**src/rtl/pc_sequencer.sv**
```systemverilog
// rtl/pc_sequencer.sv - registered program-counter sequencer with call/return stack
module pc_sequencer #(
    parameter int                ADDR_W      = 10,
    parameter int                STACK_DEPTH = 4,
    parameter logic [ADDR_W-1:0] RESET_ADDR  = '0
) (
    input  logic                             clk,
    input  logic                             reset,
    input  logic                             en,
    input  logic [2:0]                       op,
    input  logic [ADDR_W-1:0]                imm,
    input  logic [ADDR_W-1:0]                base,
    output logic [ADDR_W-1:0]                pc,
    output logic [$clog2(STACK_DEPTH+1)-1:0] depth,
    output logic                             full,
    output logic                             empty,
    output logic                             fault
);

    localparam int DW = $clog2(STACK_DEPTH + 1);
    localparam int IW = (STACK_DEPTH > 1) ? $clog2(STACK_DEPTH) : 1;

    localparam logic [2:0] OP_INC  = 3'd0;
    localparam logic [2:0] OP_REL  = 3'd1;
    localparam logic [2:0] OP_ABS  = 3'd2;
    localparam logic [2:0] OP_IND  = 3'd3;
    localparam logic [2:0] OP_CALL = 3'd4;
    localparam logic [2:0] OP_RET  = 3'd5;

    logic [ADDR_W-1:0] stack_mem [STACK_DEPTH];

    logic [ADDR_W-1:0] pc_inc;
    logic [ADDR_W-1:0] pc_nxt;
    logic [DW-1:0]     depth_nxt;
    logic [DW-1:0]     depth_m1;
    logic              fault_nxt;
    logic              push;
    logic [IW-1:0]     push_idx;
    logic [IW-1:0]     top_idx;

    assign pc_inc   = pc + ADDR_W'(1);
    assign depth_m1 = depth - DW'(1);
    assign push_idx = depth[IW-1:0];
    assign top_idx  = depth_m1[IW-1:0];

    // Stack status is a pure function of the registered depth
    assign full  = (depth == DW'(STACK_DEPTH));
    assign empty = (depth == '0);

    // Next-state selection; stalled or faulting ops leave pc and depth alone
    always_comb begin
        pc_nxt    = pc;
        depth_nxt = depth;
        fault_nxt = fault;
        push      = 1'b0;
        if (en) begin
            case (op)
                OP_INC: pc_nxt = pc_inc;
                OP_REL: pc_nxt = pc + imm;
                OP_ABS: pc_nxt = imm;
                OP_IND: pc_nxt = base + imm;
                OP_CALL: begin
                    if (full) begin
                        fault_nxt = 1'b1;
                    end else begin
                        push      = 1'b1;
                        pc_nxt    = imm;
                        depth_nxt = depth + DW'(1);
                    end
                end
                OP_RET: begin
                    if (empty) begin
                        fault_nxt = 1'b1;
                    end else begin
                        pc_nxt    = stack_mem[top_idx];
                        depth_nxt = depth_m1;
                    end
                end
                default: ;
            endcase
        end
    end

    // PC, depth and sticky fault registers
    always_ff @(posedge clk or posedge reset) begin
        if (reset) begin
            pc    <= RESET_ADDR;
            depth <= '0;
            fault <= 1'b0;
        end else begin
            pc    <= pc_nxt;
            depth <= depth_nxt;
            fault <= fault_nxt;
        end
    end

    // Return-address storage; contents need no reset since depth guards reads
    always_ff @(posedge clk) begin
        if (push) begin
            stack_mem[push_idx] <= pc_inc;
        end
    end

endmodule
```
**config.mk**
```make
export PLATFORM = sky130hd
export DESIGN_NAME = pc_sequencer
export DESIGN_NICKNAME = d
export VERILOG_FILES = /design/src/rtl/pc_sequencer.sv
export SDC_FILE = /design/constraint.sdc
export NUM_CORES = 1
export LEC_CHECK = 0
export ABC_AREA = 1
export BUFFER_PORTS_ARGS = -buffer_cell sky130_fd_sc_hd__buf_2
export CAP_MARGIN = 20
export CORE_MARGIN = 2
export CORE_UTILIZATION = 63
export DETAILED_ROUTE_END_ITERATION = 8
export PLACE_DENSITY = 0.86
export SYNTH_ARGS = -nofsm -noshare
export SYNTH_HDL_FRONTEND = slang
export SYNTH_SLANG_ARGS = --single-unit
```
**constraint.sdc**
```tcl
create_clock -name clk -period 6.05 [get_ports clk]
set_input_delay 1.21 -clock clk [delete_from_list [all_inputs] [get_ports clk]]
set_output_delay 1.21 -clock clk [all_outputs]
set_load 0.1 [all_outputs]
```
== After elaboration in Yosys (flattened, before gate mapping) ==
Memories as Yosys holds them, arrays and structs flattened.
Cells that the tools add are included.
Word-level totals
  register bits: 14
  logic and storage cells: 40
  memory bits (writable): 40
  memories kept: 1
Operators by class
  reduce and logical (&&, ||, !) cells: 7
  $add $sub $neg: 5
  eq/ne operators: 10
  mux-type cells: 14
Memories
  stack_mem: depth 4, width 10, read ports 1, clocked after memory_dff 0, write ports 1, RTL line 30  | logic [ADDR_W-1:0] stack_mem [STACK_DEPTH];
Operator list (number)
  $pmux 10 s6: 1
  $add 10x10->10: 2
  $mux 10: 2
  $reduce_and 4->1: 3
  $add 10x1->10 const B: 1
  $eq 3x3->1 const B: 3
  $ne 2x2->1 const B: 4
  $mux 1: 7
  $eq 3x2->1 const B: 2
  $logic_not 3->1: 2
  $mux 3: 2
  $pmux 3 s2: 1
  $reduce_bool 6->1: 1
  $add 3x1->3 const B: 1
  $eq 3x1->1 const B: 1
  $sub 3x1->3 const B: 1
  $pmux 1 s2: 1
  $reduce_bool 2->1: 1

== Longest topological paths before layout ==
  depth after elaboration: 6
  depth in mapped cells: 17

== Least setup slack after synthesis ==
OpenSTA, ideal clock, no wires.
  kind: register to output
  start point: register depth[0]
  end point: output full
  data required time: 4840 ps
  path slack: 2471 ps
  cell stages (with the launch flop): 5
  path buffers: 1
  data arrival time: 2369 ps
  path through: dfrtp_1 inv_1 clkbuf_1 ha_1 ha_1
Between the ends
  longest elaborated chain between the ends: 1
Ends and longest elaborated chain
  from (decl): RTL line 14  | output logic [$clog2(STACK_DEPTH+1)-1:0] depth,
  from (signal assigned): RTL line 92  | depth <= depth_nxt;
  $eq 3x3->1: RTL line 47  | assign full = (depth == DW'(STACK_DEPTH));
  to (decl): RTL line 15  | output logic full,
Every way passes these cells.

== Final worst setup path ==
Same ends and word-level chain as after synthesis.

==> results.md <==
* Status: finished clean
* Setup Buffers After CTS at 0
* Hold Path Class: reg2reg
* Worst-Skew Late Latency at 0.30 ns
* Clock transition at path regs at 0.10 ns
* Top Ports at 42
* Hold Path Origin: fault
* Total GRT Usage at 27.9%
* Total gr overflow at 0
* Cts hold-fix bufs at 0
* Worst setup path start: depth[0]
* LEAKAGE at 1.70 nW
* Post-route ant nets at 0
* DRC viols at 0
* Final nets at 496
* Commonest non-fill, non-tap cell in the layout: nand2_1
* Initial antenna violation count at 0
* Clock Tree Buf Depth at 2
* Setup violations, final at 0
* Die ar. at 5960 um^2
* RSZ-0062 raised after global routing: false
* FMAX at 0.263 GHz
* Critical Path RT at 4.84 ns
* Gpl congestion at 0.935
* Routed len/inst at 15.6 um
* Die X at 77.2 um
* Slowest cell on the critical path: dfrtp_1
* Num rows at 26
* Most used cell along the critical path: ha_1
* Synth Register Bits at 54
* Layout cell share with drive strength beyond 1 at 16.5%
* Rel. slew slack at 31.5%
* CTS tree: built
* Post-Place Cells at 516
* CP max stage delay at 0.82 ns
* TNS Setup at 0 ns
* I/O Buffers at 41
* Period utilization at 62.9%
* Commonest cells after routing, fill and taps aside: nand2_1 (122), nand3_1 (41), buf_2 (41), edfxtp_1 (40), inv_1 (39)
* Count of cells resized by post-cts repair at 0
* H-tree depth at 2
* Core Box Area at 5140 um^2
* Worst r2r src: depth[0]
* Max Cap Viol at 0
* Post-Synthesis Cells at 414
* Root Buffer: clkbuf_8
* Fill cells at 401
* Hold WS at 0.479 ns
* CP Max Fanout at 24
* Worst r2r path cells at 5
* Syn Nets at 457
* Power per Cell Area at 461 nW/um^2
* Worst Path Class, Setup: reg2out
* Chip height at 77.2 um
* Starting Density at 65.6%
* Fin cells at 524
* Total Wirelength at 8180 um
* First-pass GRT wire length at 13200 um
* Final setup skew at 0.00494 ns
* ANT cells at 0
* Number of buffers created by CTS at 5
* Worst Hold Depth at 1
* CP delay by family, top: buffers and inverters
* FF-to-FF setup slack at 2.62 ns
* Worst vdd ir at 0.401 mV
* Synth warn at 0
* Post-synthesis cell type count at 38
* Post-synthesis sequential area ratio at 46.0%
* Syn_area_per_cell at 8.15 um^2
* Critical Path AT at 2.60 ns
* Vias post-DR at 3069
* Number of global-route vias before repair at 2826
* R2r endpoint: stack_mem[0][5]
* HPWL after DPL at 6060 um
* Final Hold Fails at 0
* Startpoint types: register
* Nature of the critical path endpoint: output pin
* Clock tree sinks at 54
* Final min period at 3.81 ns
* Slew @ Worst Pin at 1.02 ns
* DR iter-0 viols at 257
* Hold Path Sink: fault
* Critical Path, Cell by Cell: inv_1, ha_1, ha_1, buf_2
* P&R area growth vs syn at 10.1%
* CP bufs+invs at 2
* DRT Pass-1 Iters at 5
* Largest net degree at the start of global routing at 25
* Vias/cell at 5.86
* Slew Limit Fails at 0
* Mapped Area at 3370 um^2
## cells by family after synthesis
group | Yosys count | share of synthesized area (%)
AND/OR/NAND/NOR | 228 | 30.6
buffers and inverters | 54 | 6.42
AO/OA/AOI/OAI | 56 | 9.20
XOR/XNOR | 5 | 1.30
flip-flops | 54 | 46.0
adder cells (fa/ha/maj) | 17 | 6.53
## cell usage after synthesis (all sizes together)
cell    instances  area share (%)
nand2         129              15
inv            45             5.2
nand3          42             6.4
edfxtp         40              36
nor2           40             5.5
o21ai          30             4.6
a21oi          16             2.5
ha             16             5.9
dfrtp          14              10
nand4           7             1.3
buf             5            0.82
xor2            5             1.3
clkbuf          4            0.44
nor3            4            0.89
o22ai           3            0.56
or2             3            0.56
a21boi          2            0.45
a21o            2            0.44
nand3b          2            0.44
a22o            1            0.26
and2            1            0.19
fa              1            0.59
o211ai          1            0.22
o21bai          1            0.22
## layout make-up
class / instances / area [um^2] / share of cell area (%)
Multi-Input combinational cell: 306 / 1610 / 43.2
Sequential cell: 54 / 1550 / 41.8
Clock inverter: 3 / 21.3 / 0.573
Tap cell: 70 / 87.6 / 2.36
Clock buffer: 5 / 68.8 / 1.85
Inverter: 45 / 174 / 4.68
Timing Repair Buffer: 41 / 205 / 5.53
## sequential cells by signal (all words and copies together) (netlist names)
signal / flops
depth: 3
fault: 1
pc: 10
stack_mem: 40
## worst max-delay path by stage
stage | to | slack, ns | cells after the start
2_1_floorplan | full | 2.47 | 4
3_3_place_gp | full | 2.67 | 4
3_5_place_dp | full | 2.58 | 4
4_1_cts | full | 2.24 | 4
5_1_grt | full | 2.04 | 4
6_report | full | 2.24 | 4
## report_power, final
part / total [W] / switching, W / internal, W / leakage, nW
sequential: 0.000553 / 0.0000761 / 0.000477 / 0.531
clock: 0.000203 / 0.000121 / 0.0000817 / 0.0441
combinational: 0.000956 / 0.000726 / 0.000230 / 1.13
total: 0.00171 / 0.000923 / 0.000789 / 1.70
## metal layers
| layer | vias to the layer above | wire, um | GRT usage (%) |
|---|---|---|---|
| li1 | 1452 | - | - |
| met1 | 1459 | 3380 | 37.7 |
| met2 | 148 | 4110 | 47.7 |
| met3 | 10 | 621 | 4.12 |
| met4 | 0 | 72 | 6.25 |
| met5 | - | 0 | 0 |
## stage by stage
| stage | setup WS (ns) | total power (W) | utilization, % | instance area [um^2] |
|---|---|---|---|---|
| finish | 2.24 | 0.00171 | 72.2 | 3710 |
| detailed placement | 2.58 | 0.00150 | 70.5 | 3620 |
| floorplan | 2.47 | 0.00131 | - | 3370 |
| global route | 2.04 | 0.00181 | 72.2 | 3710 |
| global placement | 2.67 | 0.00147 | 70.5 | 3620 |
| CTS | 2.24 | 0.00170 | 72.2 | 3710 |
Power figures use the tool's default switching activity.
